$ cat config.mk
export PLATFORM = sky130hd
export DESIGN_NAME = wvb_occupancy_ctrl_flat
export DESIGN_NICKNAME = d
export VERILOG_FILES = /design/src/rtl/wvb_occupancy_ctrl_pkg.sv /design/src/rtl/wvb_occupancy_ctrl_if.sv /design/src/rtl/wvb_occupancy_ctrl_hyst_flag.sv /design/src/rtl/wvb_occupancy_ctrl.sv /design/src/flat_wrapper.sv
export SDC_FILE = /design/constraint.sdc
export NUM_CORES = 1
export LEC_CHECK = 0
export CORE_MARGIN = 3
export CORE_UTILIZATION = 60
export CTS_CLUSTER_SIZE = 30
export DETAILED_ROUTE_END_ITERATION = 10
export DONT_BUFFER_PORTS = 1
export PLACE_DENSITY = 0.78
export REMOVE_ABC_BUFFERS = 1
export SETUP_SLACK_MARGIN = 0.5
export SYNTH_ARGS = -nofsm -noshare
export SYNTH_HDL_FRONTEND = slang
export SYNTH_HIERARCHICAL = 1
export SYNTH_SLANG_ARGS = --single-unit
$ cat constraint.sdc
create_clock -name clk -period 2.6 [get_ports clk]
set_input_delay 0.52 -clock clk [delete_from_list [all_inputs] [get_ports clk]]
set_output_delay 0.52 -clock clk [all_outputs]
set_load 0.01 [all_outputs]
$ cat src/rtl/wvb_occupancy_ctrl_pkg.sv
// Shared definitions for the waveform-buffer occupancy/overflow controller:
// FSM encoding, occupancy width and header-bundle field positions.
package wvb_occupancy_ctrl_pkg;

  typedef enum logic [1:0] {
    ST_IDLE    = 2'd0,
    ST_DELAY   = 2'd1,
    ST_OVF     = 2'd2,
    ST_RECOVER = 2'd3
  } ovf_state_e;

  localparam int WVB_WUSED_W = 16;

  // stop_addr location inside the event header bundle (extracted upstream)
  localparam int HDR_STOP_ADDR_LSB = 0;
  localparam int HDR_STOP_ADDR_W   = 12;

endpackage

$ cat src/rtl/wvb_occupancy_ctrl_if.sv
// Write/readout handshake between the wvb write controller, the readout path
// and the occupancy controller; overflow is the inhibit back to the writer.
interface wvb_occupancy_ctrl_if #(
  parameter int P_ADR_WIDTH = 12
);
  logic [P_ADR_WIDTH-1:0] wvb_wr_addr;
  logic                   wvb_wr_en;
  logic                   wvb_rddone;
  logic [P_ADR_WIDTH-1:0] rd_stop_addr;
  logic                   hdr_full;
  logic                   overflow;

  modport master (
    output wvb_wr_addr, wvb_wr_en, wvb_rddone, rd_stop_addr, hdr_full,
    input  overflow
  );

  modport slave (
    input  wvb_wr_addr, wvb_wr_en, wvb_rddone, rd_stop_addr, hdr_full,
    output overflow
  );
endinterface

$ cat src/rtl/wvb_occupancy_ctrl_hyst_flag.sv
// Generic hysteresis flag: set at val >= set_th, clear at val <= clr_th,
// otherwise hold. Set wins when both thresholds are met.
module wvb_occupancy_ctrl_hyst_flag #(
  parameter int P_VAL_WIDTH = 16,
  parameter int P_TH_WIDTH  = 13
) (
  input  logic                   clk,
  input  logic                   rst,
  input  logic [P_VAL_WIDTH-1:0] val,
  input  logic [P_TH_WIDTH-1:0]  set_th,
  input  logic [P_TH_WIDTH-1:0]  clr_th,
  output logic                   flag
);

  localparam int CW = (P_VAL_WIDTH > P_TH_WIDTH) ? P_VAL_WIDTH : P_TH_WIDTH;

  logic [CW-1:0] val_ext;
  logic [CW-1:0] set_ext;
  logic [CW-1:0] clr_ext;

  assign val_ext = CW'(val);
  assign set_ext = CW'(set_th);
  assign clr_ext = CW'(clr_th);

  always_ff @(posedge clk or posedge rst) begin
    if (rst) begin
      flag <= 1'b0;
    end else if (val_ext >= set_ext) begin
      flag <= 1'b1;
    end else if (val_ext <= clr_ext) begin
      flag <= 1'b0;
    end
  end

endmodule

$ cat src/rtl/wvb_occupancy_ctrl.sv
// Waveform-buffer occupancy tracker and delayed, recoverable overflow
// controller with watermark hysteresis, sticky status and event counter.
module wvb_occupancy_ctrl
  import wvb_occupancy_ctrl_pkg::*;
#(
  parameter int P_ADR_WIDTH   = 12,
  parameter int P_WUSED_WIDTH = WVB_WUSED_W,
  parameter int P_OVF_DELAY   = 2,
  parameter int P_CNT_WIDTH   = 16
) (
  input  logic                     clk,
  input  logic                     rst,
  wvb_occupancy_ctrl_if.slave      bus,
  input  logic [P_ADR_WIDTH:0]     hwm_thresh,
  input  logic [P_ADR_WIDTH:0]     lwm_thresh,
  input  logic                     ovf_clr,
  output logic                     overflow_sticky,
  output logic                     almost_full,
  output logic [P_WUSED_WIDTH-1:0] wvb_wused,
  output logic [P_CNT_WIDTH-1:0]   ovf_count
);

  localparam int DCNT_W = (P_OVF_DELAY < 2) ? 1 : $clog2(P_OVF_DELAY + 1);
  localparam logic [P_WUSED_WIDTH-1:0] WUSED_FULL = P_WUSED_WIDTH'(1) << P_ADR_WIDTH;

  function automatic logic [P_CNT_WIDTH-1:0] sat_inc(input logic [P_CNT_WIDTH-1:0] v);
    return (&v) ? v : v + P_CNT_WIDTH'(1);
  endfunction

  logic [P_ADR_WIDTH-1:0]   rd_ptr;
  logic [P_ADR_WIDTH-1:0]   wr_addr_inc;
  logic [P_ADR_WIDTH-1:0]   occ_diff;
  logic [P_WUSED_WIDTH-1:0] lwm_ext;
  logic                     full;
  logic                     fill_wr;

  ovf_state_e               state;
  ovf_state_e               state_nxt;
  logic [DCNT_W-1:0]        dcnt;
  logic [DCNT_W-1:0]        dcnt_nxt;
  logic                     ovf_entry;
  logic                     buf_ovf;

  assign wr_addr_inc = bus.wvb_wr_addr + P_ADR_WIDTH'(1);
  // Writes while already full are ignored, so only a non-full write can fill.
  assign fill_wr     = bus.wvb_wr_en && !full && (wr_addr_inc == rd_ptr);
  assign occ_diff    = bus.wvb_wr_addr - rd_ptr;
  assign lwm_ext     = P_WUSED_WIDTH'(lwm_thresh);

  // Pointer, full flag and occupancy stage
  always_ff @(posedge clk or posedge rst) begin
    if (rst) begin
      rd_ptr    <= '0;
      full      <= 1'b0;
      wvb_wused <= '0;
    end else begin
      if (bus.wvb_rddone) begin
        rd_ptr <= bus.rd_stop_addr + P_ADR_WIDTH'(1);
      end
      if (bus.wvb_rddone) begin
        full <= 1'b0;
      end else if (fill_wr) begin
        full <= 1'b1;
      end
      wvb_wused <= full ? WUSED_FULL : P_WUSED_WIDTH'(occ_diff);
    end
  end

  always_comb begin
    state_nxt = state;
    dcnt_nxt  = dcnt;
    ovf_entry = 1'b0;
    case (state)
      ST_IDLE: begin
        if (full) begin
          state_nxt = ST_DELAY;
          dcnt_nxt  = DCNT_W'(1);
        end
      end
      ST_DELAY: begin
        if (!full) begin
          state_nxt = ST_IDLE;
          dcnt_nxt  = '0;
        end else if (dcnt == DCNT_W'(P_OVF_DELAY)) begin
          state_nxt = ST_OVF;
          dcnt_nxt  = '0;
          ovf_entry = 1'b1;
        end else begin
          dcnt_nxt = dcnt + DCNT_W'(1);
        end
      end
      ST_OVF: begin
        if (!full) begin
          state_nxt = ST_RECOVER;
        end
      end
      ST_RECOVER: begin
        if (full) begin
          state_nxt = ST_OVF;
        end else if (wvb_wused <= lwm_ext) begin
          state_nxt = ST_IDLE;
        end
      end
      default: begin
        state_nxt = ST_IDLE;
        dcnt_nxt  = '0;
      end
    endcase
  end

  // Overflow control stage
  always_ff @(posedge clk or posedge rst) begin
    if (rst) begin
      state           <= ST_IDLE;
      dcnt            <= '0;
      buf_ovf         <= 1'b0;
      overflow_sticky <= 1'b0;
      ovf_count       <= '0;
    end else begin
      state   <= state_nxt;
      dcnt    <= dcnt_nxt;
      buf_ovf <= (state_nxt == ST_OVF) || (state_nxt == ST_RECOVER);
      if (ovf_entry) begin
        overflow_sticky <= 1'b1;
      end else if (ovf_clr) begin
        overflow_sticky <= 1'b0;
      end
      if (ovf_entry) begin
        ovf_count <= sat_inc(ovf_count);
      end
    end
  end

  assign bus.overflow = bus.hdr_full | buf_ovf;

  wvb_occupancy_ctrl_hyst_flag #(
    .P_VAL_WIDTH (P_WUSED_WIDTH),
    .P_TH_WIDTH  (P_ADR_WIDTH + 1)
  ) u_almost_full (
    .clk    (clk),
    .rst    (rst),
    .val    (wvb_wused),
    .set_th (hwm_thresh),
    .clr_th (lwm_thresh),
    .flag   (almost_full)
  );

endmodule

$ cat src/flat_wrapper.sv
// flat-port wrapper written by rule: the top's interface ports become plain ports
module wvb_occupancy_ctrl_flat import wvb_occupancy_ctrl_pkg::*;
#(
  parameter int P_ADR_WIDTH   = 12,
  parameter int P_WUSED_WIDTH = WVB_WUSED_W,
  parameter int P_OVF_DELAY   = 2,
  parameter int P_CNT_WIDTH   = 16
)
  (clk, rst, hwm_thresh, lwm_thresh, ovf_clr, overflow_sticky, almost_full, wvb_wused, ovf_count, bus_wvb_wr_addr, bus_wvb_wr_en, bus_wvb_rddone, bus_rd_stop_addr, bus_hdr_full, bus_overflow);
  wvb_occupancy_ctrl_if #(.P_ADR_WIDTH(P_ADR_WIDTH)) bus_i ();
  input  logic clk;
  input  logic rst;
  input  logic [P_ADR_WIDTH:0] hwm_thresh;
  input  logic [P_ADR_WIDTH:0] lwm_thresh;
  input  logic ovf_clr;
  output logic overflow_sticky;
  output logic almost_full;
  output logic [P_WUSED_WIDTH-1:0] wvb_wused;
  output logic [P_CNT_WIDTH-1:0] ovf_count;
  input wire logic [$bits(bus_i.wvb_wr_addr)-1:0] bus_wvb_wr_addr;
  input wire logic [$bits(bus_i.wvb_wr_en)-1:0] bus_wvb_wr_en;
  input wire logic [$bits(bus_i.wvb_rddone)-1:0] bus_wvb_rddone;
  input wire logic [$bits(bus_i.rd_stop_addr)-1:0] bus_rd_stop_addr;
  input wire logic [$bits(bus_i.hdr_full)-1:0] bus_hdr_full;
  output wire logic [$bits(bus_i.overflow)-1:0] bus_overflow;
  assign bus_i.wvb_wr_addr = bus_wvb_wr_addr;
  assign bus_i.wvb_wr_en = bus_wvb_wr_en;
  assign bus_i.wvb_rddone = bus_wvb_rddone;
  assign bus_i.rd_stop_addr = bus_rd_stop_addr;
  assign bus_i.hdr_full = bus_hdr_full;
  assign bus_overflow = bus_i.overflow;
  wvb_occupancy_ctrl #(.P_ADR_WIDTH(P_ADR_WIDTH), .P_WUSED_WIDTH(P_WUSED_WIDTH), .P_OVF_DELAY(P_OVF_DELAY), .P_CNT_WIDTH(P_CNT_WIDTH)) u_core (.clk(clk), .rst(rst), .bus(bus_i), .hwm_thresh(hwm_thresh), .lwm_thresh(lwm_thresh), .ovf_clr(ovf_clr), .overflow_sticky(overflow_sticky), .almost_full(almost_full), .wvb_wused(wvb_wused), .ovf_count(ovf_count));
endmodule
==> reports/metrics.cfg, run 1 <==
[worst_setup_path]
rr_startpoint = u_core/rd_ptr[0]$_DFFE_PP0P_
reg2regPathDepth = 9
worst-path-max-fanout = 3
cp_data_arrival_time_ns = 2.23
required_ns = 2.79
cp-start-kind = flop
r2r-end = u_core/wvb_wused[8]$_DFF_PP0_
startpoint = u_core/rd_ptr[0]$_DFFE_PP0P_
cp-endpoint = u_core/wvb_wused[8]$_DFF_PP0_
crit_path_end_kind = flop
r2r_setup_slack_ns = 0.56
worstSetupPathType = reg -> reg

[route]
drc = 0
ant_nets = 0
drt-initial-drc-count = 127
drt_first_pass_iters = 4
routed_wl_um = 8010
vias_per_cell = 5.90
num_vias = 3109
wl_per_cell_um = 15.2

[place]
dp_slack_ns = 0.187
dp_hpwl_um = 6430
gp_congestion = 0.879
io_buffers = 0

[grt]
grt_pass1_wl_um = 13400
antenna_found_initial = 0
grt_pass1_vias = 3099
grt_max_degree = 27
grt-ovfl-total = 0
grt_usage_pct = 21.8

[cts]
path_clk_slew_ns = 0.09
tritoncts = built
h-tree-depth = 2
cts_buffers = 5
clock_latency_ns = 0.30
clockBufferDepth = 2
cts_sinks = 49
cts_root_buf = clkbuf_8

[finish]
ff_latch_area_um2 = 1230
multi_input_area_um2 = 2460
nNetsFinal = 561
fill_cells = 504
syn2layout_area_growth_pct = 6.72
final_cell_mix = inv_1, ha_1, dfrtp_1, nor2_1, a21oi_1
n_antenna_cell = 0
final_common_cell = inv_1
drive_gt1_share_pct = 6.19

[synthesis]
ys_seq_elements = 49
yosysUniqueCellTypes = 52
netlist_area_um2 = 3890
syn_avg_cell_area_um2 = 8.82
yosysTopAreaCellShare_pct = 31.5
synthFlopType = dfrtp_1
ys_warn_count = 6
yosysSeqAreaShare_pct = 31.5
async_flop_share_pct = 100
synth_edf_count = 0
netlist_instances = 441
synthTopCellsByArea = dfrtp_1, ha_1, xnor2_1
yosysTopAreaCell = dfrtp_1

[die]
rows = 28
die_h_um = 86.5
start_util_pct = 63.8
die_x_um = 86.5
floorplan.die_area_um2 = 7490
core-area_um2 = 6100
pin_count = 91

[sta]
setup_slack_ns = 0.563
worst_pin_slew_ns = 0.689
slew_headroom_pct = 53.8
final_hold_viol_count = 0
clock_skew_ns = 0.00370
fin_crit_ns = 2.04
fin_setup_tns_ns = 0
drv_slew = 0
setup_viol = 0
finalCritPeriodShare_pct = 78.4
grt_setup_unrepaired = yes
max_freq_mhz = 491

[worst_hold_path]
hold_class = in -> async

[flow_run]
max-cap-violations = 0

[pwr]
power.leakage_nw = 2.04
power_density_nw_per_um2 = 548
peakVddDrop_mv = 0.338

[run_status]
status = complete, no violations

==> state kept, by name, summed over array words and instances, names as in the netlist <==
signal,flops
u_core/full,1
u_core/u_almost_full/flag,1
u_core/dcnt,2
u_core/rd_ptr,12
u_core/overflow_sticky,1
u_core/state,2
u_core/buf_ovf,1
u_core/ovf_count,16
u_core/wvb_wused,13
==> cell families (layout without fill, tap and decap cells) <==
family	after synthesis	after routing	synth area share, %
xor gates and xnor gates	43	43	9.68
buffers and inverters	64	70	6.47
muxes	2	2	0.547
DFF	49	49	31.5
and+or+nand+nor	131	131	17.5
other	1	6	0.0964
AOI/OAI and AO/OA	97	97	16.7
adders and majority gates	54	54	17.6
==> report_power, final <==
group          internal (W)  switching [W]  leakage [nW]  total, W
Sequential         0.000854       0.000147         0.615   0.00100
Combinational      0.000348       0.000393          1.37  0.000741
Clock              0.000289       0.000244        0.0554  0.000533
Total               0.00149       0.000784          2.04   0.00227
==> synthesized netlist by cell type (all sizes together), types with 2 or more instances <==
cell     number
inv          56
nor2         35
xnor2        25
or2           2
nand2        21
a31oi         2
clkbuf        5
xor2         18
o211ai        5
nor2b         6
o22ai         2
o21a          5
a21oi        28
nand2b        2
o2111ai       4
a2111oi       2
dfrtp        49
nand3        21
nor3          8
a21o          7
and2          3
and3         11
or3           2
a2111o        3
ha           53
a211oi        5
o221ai        3
and4          4
nand4        12
o21ai        23
buf           3
==> final cells by class <==
type | count | share of cell area [%]
multi-input cells | 333 | 59.3
clock buffers | 6 | 1.75
inverters | 56 | 5.06
well taps | 75 | 2.26
flip-flops and latches | 49 | 29.6
repair buffers | 6 | 1.15
clock inverters | 2 | 0.934
==> how the worst min path moves through the flow <==
stage / endpoint / slack (ns) / cells after the start
global route: u_core/rd_ptr[0]$_DFFE_PP0P_ / 0.17 / 1
global placement: u_core/u_almost_full/flag$_DFFE_PP0P_ / 0.25 / 1
finish: u_core/wvb_wused[2]$_DFF_PP0_ / 0.14 / 1
floorplan: u_core/u_almost_full/flag$_DFFE_PP0P_ / 0.25 / 1
CTS: u_core/full$_DFFE_PP0P_ / 0.16 / 1
detailed placement: u_core/u_almost_full/flag$_DFFE_PP0P_ / 0.25 / 1
==> timing repair <==
action | 4_1_cts | 5_1_grt
pin swaps | 1 | 2
hold buffers | 1 | 0
hold endpoints to repair | 1 | 0
buffers inserted | 1 | 1
gates resized for setup | 3 | 5
endpoints found under the setup margin | 1 | 4
==> per-layer routing <==
metal	global-route usage, %	routed length, um	vias up
met3	5.23	587	8
met5	0	0	-
li1	-	-	1569
met2	38.0	3840	96
met4	4.82	76	0
met1	27.3	3500	1436
==> critical path: stages (launching register included) <==
cell	delay, ns
dfrtp_1	0.36
ha_1	0.17
inv_1	0.06
fa_2	0.37
a211oi_2	0.25
o21ai_1	0.16
a21o_1	0.21
a21oi_2	0.14
xor2_1	0.16
nor2_1	0.05
==> through the flow <==
stage	hold WS (ns)	instances	cell area, um^2	utilization (%)	total power, W
floorplan	0.249	438	3870	-	0.00155
global placement	0.249	516	3980	65.4	0.00168
detailed placement	0.252	516	3980	65.4	0.00172
CTS	0.156	526	4120	67.6	0.00227
global route	0.169	527	4150	68.1	0.00246
finish	0.136	527	4150	68.1	0.00227
Power figures use the tool's default switching activity.
==> inputs of run 2 (changes only) <==
==> constraint.sdc (replaced) <==
create_clock -name clk -period 2 [get_ports clk]
set_input_delay 0.4 -clock clk [delete_from_list [all_inputs] [get_ports clk]]
set_output_delay 0.4 -clock clk [all_outputs]
set_load 0.01 [all_outputs]
==> run 2 against run 1 <==
  * The flow now finishes with violations (setup timing)
  * Combinational power rose by 61%
  * Die area unchanged
  * Setup slack worse by 0.59 ns
  * Clock skew rose by 0.0048 ns
  * Via count grew 8.6%
  * Largest cell class unchanged
  * Sequential cell count did not move
==> reports/metrics.cfg, run 2 (synthesis results as in run 1) <==
[cts]
cts_sinks = 49  ; unchanged
clockBufferDepth = 2  ; unchanged
cts_root_buf = clkbuf_8
h-tree-depth = 2  ; unchanged
cts_buffers = 5  ; unchanged
clock_latency_ns = 0.31  ; about the same
path_clk_slew_ns = 0.10  ; about the same
tritoncts = built

[finish]
drive_gt1_share_pct = 21.9  ; +16 points
final_common_cell = inv_1
largest_register_ffs = 16  ; unchanged
nNetsFinal = 588  ; +4.8%
final_cell_mix = inv_1, ha_1, dfrtp_1, nor2_1, buf_4
syn2layout_area_growth_pct = 19.3
n_antenna_cell = 0  ; unchanged
reg_top3 = u_core/ovf_count x16, u_core/wvb_wused x13, u_core/rd_ptr x12
fin_util_pct = 76.1  ; +8.0 points
regMostFlops = u_core/ovf_count
final_cells = 554  ; +5.1%

[place]
gp_congestion = 0.886  ; +0.73%
dp_hpwl_um = 6650  ; +3.3%
io_buffers = 0  ; unchanged
place_inst = 530  ; +2.7%

[worst_setup_path]
required_ns = 2.20  ; -0.59 ns
reg2regPathDepth = 9  ; unchanged
worstSetupPathType = reg -> reg
cp-start-kind = flop
r2r-end = u_core/wvb_wused[8]$_DFF_PP0_
cp_data_arrival_time_ns = 2.22  ; about the same
worst-path-max-fanout = 2  ; -1
rr_startpoint = u_core/rd_ptr[0]$_DFFE_PP0P_
r2r_setup_slack_ns = -0.02  ; -0.59 ns
crit_path_end_kind = flop
cp-endpoint = u_core/wvb_wused[8]$_DFF_PP0_
startpoint = u_core/rd_ptr[0]$_DFFE_PP0P_

[route]
drc = 0  ; unchanged
wl_per_cell_um = 17.6  ; +16%
vias_per_cell = 6.09  ; +3.3%
ant_nets = 0  ; unchanged
routed_wl_um = 9770  ; +22%
drt_first_pass_iters = 5  ; +1
drt-initial-drc-count = 198  ; +56%
num_vias = 3376  ; +8.6%

[pwr]
power.leakage_nw = 2.32  ; +14%
power_w = 0.00308  ; +35%
power_density_nw_per_um2 = 664  ; +21%
peakVddDrop_mv = 0.414  ; +22%

[sta]
fin_crit_ns = 2.02  ; -0.0147 ns
clock_skew_ns = 0.00852  ; +0.00482 ns
final_hold_viol_count = 0  ; unchanged
max_freq_mhz = 494  ; +0.73%
setup_slack_ns = -0.0227  ; -0.585 ns
grt_setup_unrepaired = yes
setup_viol = 2  ; +2
finalCritPeriodShare_pct = 101  ; +23 points
drv_slew = 0  ; unchanged

[run_status]
violations = setup timing
status = complete, but fails checks

[die]
core-area_um2 = 6100  ; unchanged
floorplan.die_area_um2 = 7490  ; unchanged
die_x_um = 86.5  ; unchanged
rows = 28  ; unchanged
start_util_pct = 63.8  ; unchanged
die_h_um = 86.5  ; unchanged
pin_count = 91  ; unchanged

[worst_hold_path]
hold_depth = 1
hold_class = in -> reg

[grt]
grt-ovfl-total = 0  ; unchanged
grt_pass1_vias = 3339  ; +7.7%
grt_usage_pct = 24.4  ; +2.6 points
antenna_found_initial = 0  ; unchanged
grt_max_degree = 27  ; unchanged
grt_pass1_wl_um = 14600  ; +9.0%

[flow_run]
max-cap-violations = 0  ; unchanged

## run 2: cell count changes in the layout (fill, tap and decap cells not counted), moves of 4 or more
cell	before	now
buf_4	5	26
dfrtp_2	1	12
nand2_1	21	14
nand3_1	21	17
nand2_4	0	4
xnor2_2	0	8
ha_1	53	49
dfrtp_1	48	37
ha_4	0	4
xnor2_1	25	17
buf_6	0	6
## run 2: layout make-up
cell class	instances	area, um^2
repair buffers	33	273
clock buffers	5	68.8
fillers	411	1460
flip-flops and latches	49	1240
multi-input cells	333	2730
inverters	56	210
well taps	75	93.8
clock inverters	3	22.5
## run 2: worst min path at each step
stage / startpoint / endpoint
finish: bus_wvb_rddone / u_core/rd_ptr[2]$_DFFE_PP0P_
global route: bus_wvb_rddone / u_core/rd_ptr[6]$_DFFE_PP0P_
floorplan: rst / u_core/u_almost_full/flag$_DFFE_PP0P_
global placement: rst / u_core/u_almost_full/flag$_DFFE_PP0P_
CTS: bus_wvb_rddone / u_core/rd_ptr[4]$_DFFE_PP0P_
detailed placement: rst / u_core/u_almost_full/flag$_DFFE_PP0P_
## run 2: metal layers
layer / up-vias / share of wire [%] / wire, um / track usage [%]
li1: 1621 / - / - / -
met2: 138 / 50 / 4920 / 43.0
met5: - / 0 / 0 / 0
met1: 1597 / 40 / 3930 / 28.6
met4: 0 / 2.3 / 223 / 8.92
met3: 20 / 7.1 / 697 / 5.99
## run 2: worst max-delay path: stages (launching register included)
cell      delay, ns
dfrtp_1        0.40
ha_4           0.15
inv_2          0.04
fa_2           0.35
a211oi_2       0.26
o21ai_1        0.14
a21o_1         0.18
a21oi_2        0.15
xor2_1         0.18
nor2_1         0.06
## run 2: what timing repair did
item	in CTS	in global routing
pin swaps	35	29
setup buffers	12	3
endpoints found under the hold margin	15	0
resized for setup	45	34
hold buffers	1	0
setup endpoints to repair	29	30
## run 2: power by group
group	total, W	internal, W	switching [W]
clock network	0.000602	0.000249	0.000354
registers	0.00128	0.00111	0.000172
logic	0.00119	0.000565	0.000628
## run 2: through the flow
stage / setup TNS (ns) / worst slack [ns] / area, um^2 / hold WS, ns
floorplan: -0.121 / -0.121 / 3870 / 0.129
global placement: -0.267 / -0.161 / 4090 / 0.130
detailed placement: -0.460 / -0.236 / 4090 / 0.131
CTS: 0 / 0.0242 / 4450 / 0.159
global route: -0.249 / -0.0915 / 4640 / 0.151
finish: -0.0402 / -0.0227 / 4640 / 0.161
